===== src/rtl/snn_uart_pkg.sv =====
// Shared types and defaults for the SNN UART image loader.
package snn_uart_pkg;

  typedef enum logic [2:0] {IDLE, START, DATA, PARITY, STOP, BREAK} rx_state_t;
  typedef enum logic {LOAD, FULL} load_state_t;

  localparam int unsigned NUM_PIXELS_DEFAULT = 784;

endpackage


===== src/rtl/uart_rx_core.sv =====
// UART receiver: 2-flop input synchroniser plus RX FSM (8N1, or 8E1 when
// UART_PARITY_EN is defined). rx_valid / rx_frame_err are single-cycle strobes.
module uart_rx_core
  import snn_uart_pkg::*;
#(
  parameter int unsigned CLKS_PER_BIT = 868
) (
  input  logic       clk,
  input  logic       rst_n,
  input  logic       rx,
  output logic [7:0] rx_byte,
  output logic       rx_valid,
  output logic       rx_frame_err
);

  localparam int unsigned BAUD_W = $clog2(CLKS_PER_BIT);
  localparam logic [BAUD_W-1:0] HALF_BIT = BAUD_W'(CLKS_PER_BIT / 2);
  localparam logic [BAUD_W-1:0] LAST_CNT = BAUD_W'(CLKS_PER_BIT - 1);

  logic [1:0]        sync_q, sync_d;
  rx_state_t         state_q, state_d;
  logic [BAUD_W-1:0] baud_q, baud_d;
  logic [2:0]        bit_q, bit_d;
  logic [7:0]        shift_q, shift_d;
  logic              rx_s;
  logic              parity_ok;

  assign rx_s    = sync_q[1];
  assign rx_byte = shift_q;

`ifdef UART_PARITY_EN
  logic parity_ok_q, parity_ok_d;
  assign parity_ok = parity_ok_q;
`else
  assign parity_ok = 1'b1;
`endif

  // Strobes are decoded from the stop-bit sample cycle so the loader's
  // registered write lands exactly one clock after that sample.
  always_comb begin
    sync_d       = {sync_q[0], rx};
    state_d      = state_q;
    baud_d       = baud_q + 1'b1;
    bit_d        = bit_q;
    shift_d      = shift_q;
    rx_valid     = 1'b0;
    rx_frame_err = 1'b0;
`ifdef UART_PARITY_EN
    parity_ok_d  = parity_ok_q;
`endif
    case (state_q)
      IDLE: begin
        baud_d = '0;
        if (!rx_s) state_d = START;
      end
      START: begin
        if (baud_q == HALF_BIT) begin
          baud_d  = '0;
          bit_d   = '0;
          state_d = rx_s ? IDLE : DATA;
        end
      end
      DATA: begin
        if (baud_q == LAST_CNT) begin
          baud_d  = '0;
          shift_d = {rx_s, shift_q[7:1]};
          bit_d   = bit_q + 3'd1;
          if (bit_q == 3'd7) begin
`ifdef UART_PARITY_EN
            state_d = PARITY;
`else
            state_d = STOP;
`endif
          end
        end
      end
`ifdef UART_PARITY_EN
      PARITY: begin
        if (baud_q == LAST_CNT) begin
          baud_d      = '0;
          parity_ok_d = (rx_s == ^shift_q);
          state_d     = STOP;
        end
      end
`endif
      STOP: begin
        if (baud_q == LAST_CNT) begin
          baud_d = '0;
          if (rx_s && parity_ok) rx_valid = 1'b1;
          else                   rx_frame_err = 1'b1;
          state_d = rx_s ? IDLE : BREAK;
        end
      end
      BREAK: begin
        baud_d = '0;
        if (rx_s) state_d = IDLE;
      end
      default: begin
        baud_d  = '0;
        state_d = IDLE;
      end
    endcase
  end

  always_ff @(posedge clk or negedge rst_n) begin
    if (!rst_n) begin
      sync_q      <= '1;
      state_q     <= IDLE;
      baud_q      <= '0;
      bit_q       <= '0;
      shift_q     <= '0;
`ifdef UART_PARITY_EN
      parity_ok_q <= 1'b0;
`endif
    end else begin
      sync_q      <= sync_d;
      state_q     <= state_d;
      baud_q      <= baud_d;
      bit_q       <= bit_d;
      shift_q     <= shift_d;
`ifdef UART_PARITY_EN
      parity_ok_q <= parity_ok_d;
`endif
    end
  end

endmodule


===== src/rtl/uart_image_loader.sv =====
// UART image loader: writes received bytes to the SNN input RAM sequentially and
// flags image_done after NUM_PIXELS bytes. Define UART_PARITY_EN for 8E1 frames.
module uart_image_loader
  import snn_uart_pkg::*;
#(
  parameter int unsigned CLK_FREQ   = 100_000_000,
  parameter int unsigned BAUD       = 115_200,
  parameter int unsigned NUM_PIXELS = NUM_PIXELS_DEFAULT,
  parameter int unsigned ADDR_W     = 10
) (
  input  logic              clk,
  input  logic              sys_rst_n,
  input  logic              uart_rx,
  output logic              wr_en,
  output logic [ADDR_W-1:0] wr_addr,
  output logic [7:0]        wr_data,
  output logic              image_done,
  input  logic              image_ack,
  output logic              frame_err,
  output logic              overrun
);

  localparam int unsigned CLKS_PER_BIT = CLK_FREQ / BAUD;
  localparam logic [ADDR_W-1:0] LAST_ADDR = ADDR_W'(NUM_PIXELS - 1);

  logic [7:0] rx_byte;
  logic       rx_valid;
  logic       rx_frame_err;

  uart_rx_core #(
    .CLKS_PER_BIT(CLKS_PER_BIT)
  ) u_rx_core (
    .clk          (clk),
    .rst_n        (sys_rst_n),
    .rx           (uart_rx),
    .rx_byte      (rx_byte),
    .rx_valid     (rx_valid),
    .rx_frame_err (rx_frame_err)
  );

  load_state_t       state_q, state_d;
  logic [ADDR_W-1:0] count_q, count_d;
  logic              wr_en_q, wr_en_d;
  logic [ADDR_W-1:0] wr_addr_q, wr_addr_d;
  logic [7:0]        wr_data_q, wr_data_d;
  logic              image_done_q, image_done_d;
  logic              frame_err_q, frame_err_d;
  logic              overrun_q, overrun_d;

  always_comb begin
    state_d      = state_q;
    count_d      = count_q;
    wr_en_d      = 1'b0;
    wr_addr_d    = wr_addr_q;
    wr_data_d    = wr_data_q;
    image_done_d = image_done_q;
    frame_err_d  = rx_frame_err;
    overrun_d    = 1'b0;
    case (state_q)
      LOAD: begin
        if (rx_valid) begin
          wr_en_d   = 1'b1;
          wr_addr_d = count_q;
          wr_data_d = rx_byte;
          if (count_q == LAST_ADDR) begin
            count_d = '0;
            state_d = FULL;
          end else begin
            count_d = count_q + 1'b1;
          end
        end
      end
      FULL: begin
        // image_done follows FULL by one cycle, i.e. one clock after the last write.
        image_done_d = 1'b1;
        if (rx_valid) overrun_d = 1'b1;
        if (image_ack) begin
          image_done_d = 1'b0;
          state_d      = LOAD;
        end
      end
      default: state_d = LOAD;
    endcase
  end

  always_ff @(posedge clk or negedge sys_rst_n) begin
    if (!sys_rst_n) begin
      state_q      <= LOAD;
      count_q      <= '0;
      wr_en_q      <= 1'b0;
      wr_addr_q    <= '0;
      wr_data_q    <= '0;
      image_done_q <= 1'b0;
      frame_err_q  <= 1'b0;
      overrun_q    <= 1'b0;
    end else begin
      state_q      <= state_d;
      count_q      <= count_d;
      wr_en_q      <= wr_en_d;
      wr_addr_q    <= wr_addr_d;
      wr_data_q    <= wr_data_d;
      image_done_q <= image_done_d;
      frame_err_q  <= frame_err_d;
      overrun_q    <= overrun_d;
    end
  end

  assign wr_en      = wr_en_q;
  assign wr_addr    = wr_addr_q;
  assign wr_data    = wr_data_q;
  assign image_done = image_done_q;
  assign frame_err  = frame_err_q;
  assign overrun    = overrun_q;

endmodule


===== config.mk =====
export PLATFORM = sky130hd
export DESIGN_NAME = uart_image_loader
export DESIGN_NICKNAME = d
export VERILOG_FILES = /design/src/rtl/snn_uart_pkg.sv /design/src/rtl/uart_rx_core.sv /design/src/rtl/uart_image_loader.sv
export SDC_FILE = /design/constraint.sdc
export NUM_CORES = 1
export LEC_CHECK = 0
export ABC_AREA = 0
export CORE_MARGIN = 8
export CORE_UTILIZATION = 45
export CTS_CLUSTER_SIZE = 40
export DETAILED_ROUTE_END_ITERATION = 8
export PLACE_DENSITY = 0.67
export SETUP_SLACK_MARGIN = 0.02
export SYNTH_ARGS = -nofsm -noshare
export SYNTH_HDL_FRONTEND = slang
export SYNTH_SLANG_ARGS = --single-unit

===== constraint.sdc =====
create_clock -name clk -period 1.9 [get_ports clk]
set_input_delay 0.38 -clock clk [delete_from_list [all_inputs] [get_ports clk]]
set_output_delay 0.38 -clock clk [all_outputs]
set_load 0.01 [all_outputs]

==> impl_metrics.ini, run 1 <==
[critical_path]
crit_path_end_kind = flop
crit_path_cell_trace = ha_1 -> and4bb_4 -> nand4_4 -> buf_4 -> or3_1 -> nand3_1
path_buf_inv = 1
cp_data_required_time_ps = 2180
cp_top_family = simple AND/OR/NAND/NOR gates
slowest_stage = dfrtp_1
critPathLaunchType = flop
worstPathMaxFanout = 11
cp_num_cells = 6
cp-startpoint = u_rx_core.baud_q[0]
cpPeakStageDelay_ps = 380
crit_type = reg -> reg
r2r_cells = 6
r2r-end = count_q[8]
reg2reg_slack_ps = 110
r2r-start = u_rx_core.baud_q[0]
cp.arrival_ps = 2070
cp-endpoint = count_q[8]

[sta]
maxSlewViolCount = 0
skew_ps = 12.2
slew_headroom_pct = 68.6
hold_viol = 0
setup_viol = 0
fin_tns_setup_ps = 0
timing.hold.ws_ps = 16.2
rsz0062_at_grt = no
period_share_pct = 94.3
layout_min_cycle_time_ps = 1790
tightest_slew_ps = 465
max_freq_mhz = 558

[logic_synthesis]
yosys.area.top_type_share_pct = 53.2
ys_async_sr_fraction_pct = 100
netlist_instances = 254
synth_top_area_cell = dfrtp_1
yosys_warnings = 0
ys_seq_area_share_pct = 55.1
syn-num-nets = 263
ys_types = 46
synth_flop_cell = dfrtp_1
synth_edf_count = 0
synthTopCellsByCount = 67 x nand2_1, 57 x dfrtp_1, 15 x nor2_1, 10 x nand3_1, 9 x mux2_2
synth_seq_cells = 59
syn-cell-area_sq_um = 2680
synth.avg_cell_area_sq_um = 10.6
yosys-top-cells-area = dfrtp_1 53%, nand2_1 9.4%, mux2_2 3.8%, ha_1 2.3%, xor2_1 2.3%
synth_most_common_cell = nand2_1

[detailed_routing]
drt_iter0_drc = 93
wl_per_cell_microns = 13.6
drt_wl_total_microns = 5020
ant_nets = 0
vias = 1914
drt_pass1_iterations = 5
post-route-drc-count = 0
via_per_inst = 5.19

[die]
core_area_sq_um = 5850
row_count = 28
die-width_microns = 93.2
die_h_microns = 93.2
ios = 26
die_area_sq_um = 8690
start_util_pct = 45.9

[clocking]
cts_root_buffer = clkbuf_8
cts_max_path_buffers = 2
cts_sinks = 59
clk_pin_slew_worst_paths_ps = 70
ctsHoldBuffers = 0
tritoncts = done
cts_buffers = 9
htreeDepth = 3
clkLatencyLatePin_ps = 340

[placement]
io_buffers = 25
gp_congestion = 0.807
post-dp-hpwl_microns = 3550

[global_routing]
grt_pass1_vias = 1800
grt_first_pass_wirelength_microns = 8860
antenna_found_initial = 0
grt_overflow = 0
grt_util_all_layers_pct = 12.7
grt_max_degree = 60

[power]
cellPowerDensity_nw_per_um2 = 719
power.total_mw = 2.34
p_leak_nw = 1.55
ir_worst_vdd_mv = 0.428

[job]
cap_violations = 0

[layout]
diodes = 0
drive_gt1_share_pct = 16.7
area_growth_pct = 21.1
nNetsFinal = 298

[status]
status = finished clean

[worst_hold_path]
worstHoldPathType = in -> async
-- metrics by stage --
step	instances	util (%)	setup WS, ps	area (sq um)
detailed placement	353	52.1	61.8	3050
CTS	369	55.1	34.5	3230
floorplan	254	-	204	2680
global route	369	55.5	25.4	3250
finish	369	55.5	108	3250
global placement	353	52.1	111	3050
-- registers in the layout, indices dropped and copies added (netlist names) --
register,count
u_rx_core.baud_q,10
u_rx_core.sync_q,2
u_rx_core.bit_q,3
u_rx_core.state_q,3
frame_err,1
overrun,1
u_rx_core.rx_byte,8
count_q,10
wr_en,1
wr_addr,10
image_done,1
wr_data,8
state_q,1
-- cell type report --
cell class                      instances  area [sq um]
Fill cell                             514          2600
Sequential cell                        59          1480
Multi-Input combinational cell        180          1150
Timing Repair Buffer                   35           333
Clock buffer                           12           155
Tap cell                               75          93.8
Clock inverter                          4          25.0
Inverter                                4          15.0
-- power breakdown --
group | switching [mW] | internal (mW) | total, mW | leakage [nW]
Combinational | 0.0302 | 0.0162 | 0.0464 | 0.662
Clock | 0.485 | 0.539 | 1.02 | 0.0884
Sequential | 0.00231 | 1.26 | 1.27 | 0.801
-- layer usage --
metal  global-route usage [%]  vias up  share of wire [%]
li1                         -      944                  -
met1                     16.5      918                 47
met2                     19.1       45                 46
met3                     3.53        7                5.4
met4                     6.58        0                1.6
met5                        0        -                  0
-- repair_timing --
item,CTS,global route
buffers inserted,0,0
setup endpoints to repair,0,18
gates resized for setup,0,6
-- layout by cell type, fill, tap and decap left out, drive strengths merged, types with 4 or more instances in the layout --
| master | netlist | routed |
|---|---|---|
| o21ai | 9 | 9 |
| and4 | 4 | 4 |
| nand3 | 11 | 11 |
| ha | 5 | 5 |
| xnor2 | 4 | 4 |
| clkbuf | 5 | 12 |
| and3 | 5 | 5 |
| buf | 6 | 11 |
| dfrtp | 57 | 57 |
| nor2 | 15 | 15 |
| nand2 | 67 | 67 |
| inv | 4 | 4 |
| xor2 | 7 | 7 |
| mux2 | 9 | 9 |
| clkdlybuf4s50 | 0 | 24 |
| nand4 | 8 | 8 |
-- worst reg2reg max path: cells and delay by family (launching register included) --
kind          cells  cell delay (ps)
simple gates      4              910
flops             1              380
fa+ha+maj         1              220
buf+inv           1              220
-- worst min-delay path by stage --
stage / from / end / slack, ps / cells after the start
final: sys_rst_n / wr_addr[4] / 20 / 2
after global routing: sys_rst_n / count_q[0] / 60 / 2
after CTS: sys_rst_n / wr_addr[2] / 40 / 2
after detailed placement: u_rx_core.sync_q[0] / u_rx_core.sync_q[1] / 350 / 0
after global placement: u_rx_core.sync_q[0] / u_rx_core.sync_q[1] / 350 / 0
after floorplan: sys_rst_n / count_q[0] / 80 / 0
-- logic make-up (layout without fill, tap and decap cells) --
| group | count (synthesis) | after routing | synth area share, % |
|---|---|---|---|
| and+or+nand+nor | 133 | 133 | 26.7 |
| muxes | 10 | 10 | 4.15 |
| buffers and inverters | 15 | 55 | 2.94 |
| adders and majority gates | 5 | 5 | 2.33 |
| AOI/OAI and AO/OA | 21 | 21 | 5.13 |
| xor gates and xnor gates | 11 | 11 | 3.59 |
| DFF | 59 | 59 | 55.1 |
No activity file was read; power rests on OpenSTA's default activity.
==> inputs of run 2 (changes only) <==
- CELL_PAD_IN_SITES_DETAIL_PLACEMENT: default -> 0
- CELL_PAD_IN_SITES_GLOBAL_PLACEMENT: default -> 1
- CORE_UTILIZATION: 45 -> 44
- CTS_CLUSTER_SIZE: 40 -> default
- PLACE_DENSITY: 0.67 -> 0.8
==> run 2 against run 1 <==
  * Via count increased by 0.68%
  * Worst setup slack better by 26 ps
  * Total power increased by 4.3%
  * Critical path depth down 1
  * Maximum frequency rose by 1.5%
  * Utilization is 0.40 points higher
  * Non-clock buffer count grew 7
  * Sequential share of layout area down 0.86 points
  * Die area increased by 1.9%
  * Critical endpoint is now u_rx_core.rx_byte[6]
==> impl_metrics.ini, run 2 (synthesis gave the netlist of run 1 again) <==
[detailed_routing]
drt_wl_total_microns = 5250
drt_pass1_iterations = 4
post-route-drc-count = 0
drt_iter0_drc = 108
vias = 1927
wl_per_cell_microns = 14.0
ant_nets = 0
via_per_inst = 5.13

[critical_path]
worstPathMaxFanout = 10
cp.arrival_ps = 1990
crit_path_end_kind = flop
cp_num_cells = 5
path_buf_inv = 0
crit_type = reg -> reg
crit_path_cell_trace = ha_1 -> and4bb_4 -> nand3_4 -> nor2_2 -> mux2_2
cpPeakStageDelay_ps = 380
r2r_cells = 5
slowest_stage = dfrtp_1
critPathLaunchType = flop
cp_top_family = simple AND/OR/NAND/NOR gates
cp_data_required_time_ps = 2120

[die]
core_area_sq_um = 5920
die-width_microns = 94.1
start_util_pct = 45.3
die_area_sq_um = 8850
ios = 26
die_h_microns = 94.1
row_count = 28

[sta]
slew_headroom_pct = 75.1
tightest_slew_ps = 373
rsz0062_at_grt = yes
max_freq_mhz = 566
layout_min_cycle_time_ps = 1770
period_share_pct = 92.9
setup_viol = 0
skew_ps = 5.37
fin_tns_setup_ps = 0
hold_viol = 0
setup_ws_ps = 134
maxSlewViolCount = 0

[layout]
drive_gt1_share_pct = 18.9
multi_input_area_sq_um = 1140
final_common_cell = nand2_1
area_growth_pct = 23.4
layout_common_cells = 66 x nand2_1, 57 x dfrtp_1, 24 x clkdlybuf4s50_1
utilization_pct = 55.9
diodes = 0
final_cells = 376
fill_cells = 536
regArea_sq_um = 1480
nNetsFinal = 305

[global_routing]
grt_overflow = 0
grt_first_pass_wirelength_microns = 9070
grt_max_degree = 60
grt_pass1_vias = 1919
antenna_found_initial = 0
grt_util_all_layers_pct = 13.2

[clocking]
clkLatencyLatePin_ps = 330
cts_sinks = 59
ctsHoldBuffers = 0
cts_root_buffer = clkbuf_8
cts_max_path_buffers = 2
cts_buffers = 9
tritoncts = done
clk_pin_slew_worst_paths_ps = 70
htreeDepth = 3

[placement]
dp_cells = 358
gp_congestion = 0.834
dpl_worst_slack_ps = 74.6
post-dp-hpwl_microns = 3710
io_buffers = 25

[power]
ir_worst_vdd_mv = 0.381
power.total_mw = 2.44
cellPowerDensity_nw_per_um2 = 736
p_leak_nw = 1.60

[status]
status = finished clean

[worst_hold_path]
worstHoldPathType = in -> async

[job]
cap_violations = 0
## run 2: routing by layer
metal,GRT usage [%],routed length (microns),vias to the layer above
li1,-,-,962
met1,16.5,2460,930
met2,19.7,2500,26
met3,4.32,200,9
met4,7.00,91,0
met5,0,0,-
## run 2: cell type report
type,count,share of cell area (%)
Tap cell,75,2.83
Sequential cell,59,44.7
Multi-Input combinational cell,180,34.5
Clock inverter,5,1.59
Timing Repair Buffer,42,11.6
Inverter,4,0.454
Clock buffer,11,4.27
## run 2: what timing repair did
item,in CTS,in global routing
setup endpoints to repair,0,29
gates resized for setup,0,5
buffers inserted,0,2
## run 2: final timing paths
check	start	endpoint	slack, ps
max in group asynchronous	sys_rst_n	u_rx_core.sync_q[1]	1550
setup reg to reg	u_rx_core.baud_q[0]	u_rx_core.rx_byte[6]	130
min in group clk	u_rx_core.sync_q[0]	u_rx_core.sync_q[1]	360
setup / recovery	u_rx_core.baud_q[0]	u_rx_core.rx_byte[6]	130
hold / removal	sys_rst_n	count_q[1]	50
hold reg to reg	u_rx_core.sync_q[0]	u_rx_core.sync_q[1]	360
## run 2: through the flow
stage	cell area (sq um)	hold slack, ps
finish	3310	46.6
global route	3310	65.6
CTS	3280	44.9
detailed placement	3080	347
global placement	3080	346
floorplan	2680	84.4
## run 2: report_power, final
group          switching [mW]  leakage [nW]  internal [mW]
clock                   0.492        0.0991          0.634
combinational          0.0306         0.701         0.0162
sequential            0.00214         0.801           1.26
total                   0.524          1.60           1.91
## run 2: worst register-to-register path, cell delays in order (launching register included)
cell	delay, ps
dfrtp_1	380
ha_1	210
and4bb_4	320
nand3_4	160
nor2_2	230
mux2_2	350
==> inputs of run 3 (changes only) <==
- CTS_CLUSTER_SIZE: default -> 28
==> results of run 3 <==
Same layout as run 2: the final DEF is identical, and so are final timing and power.
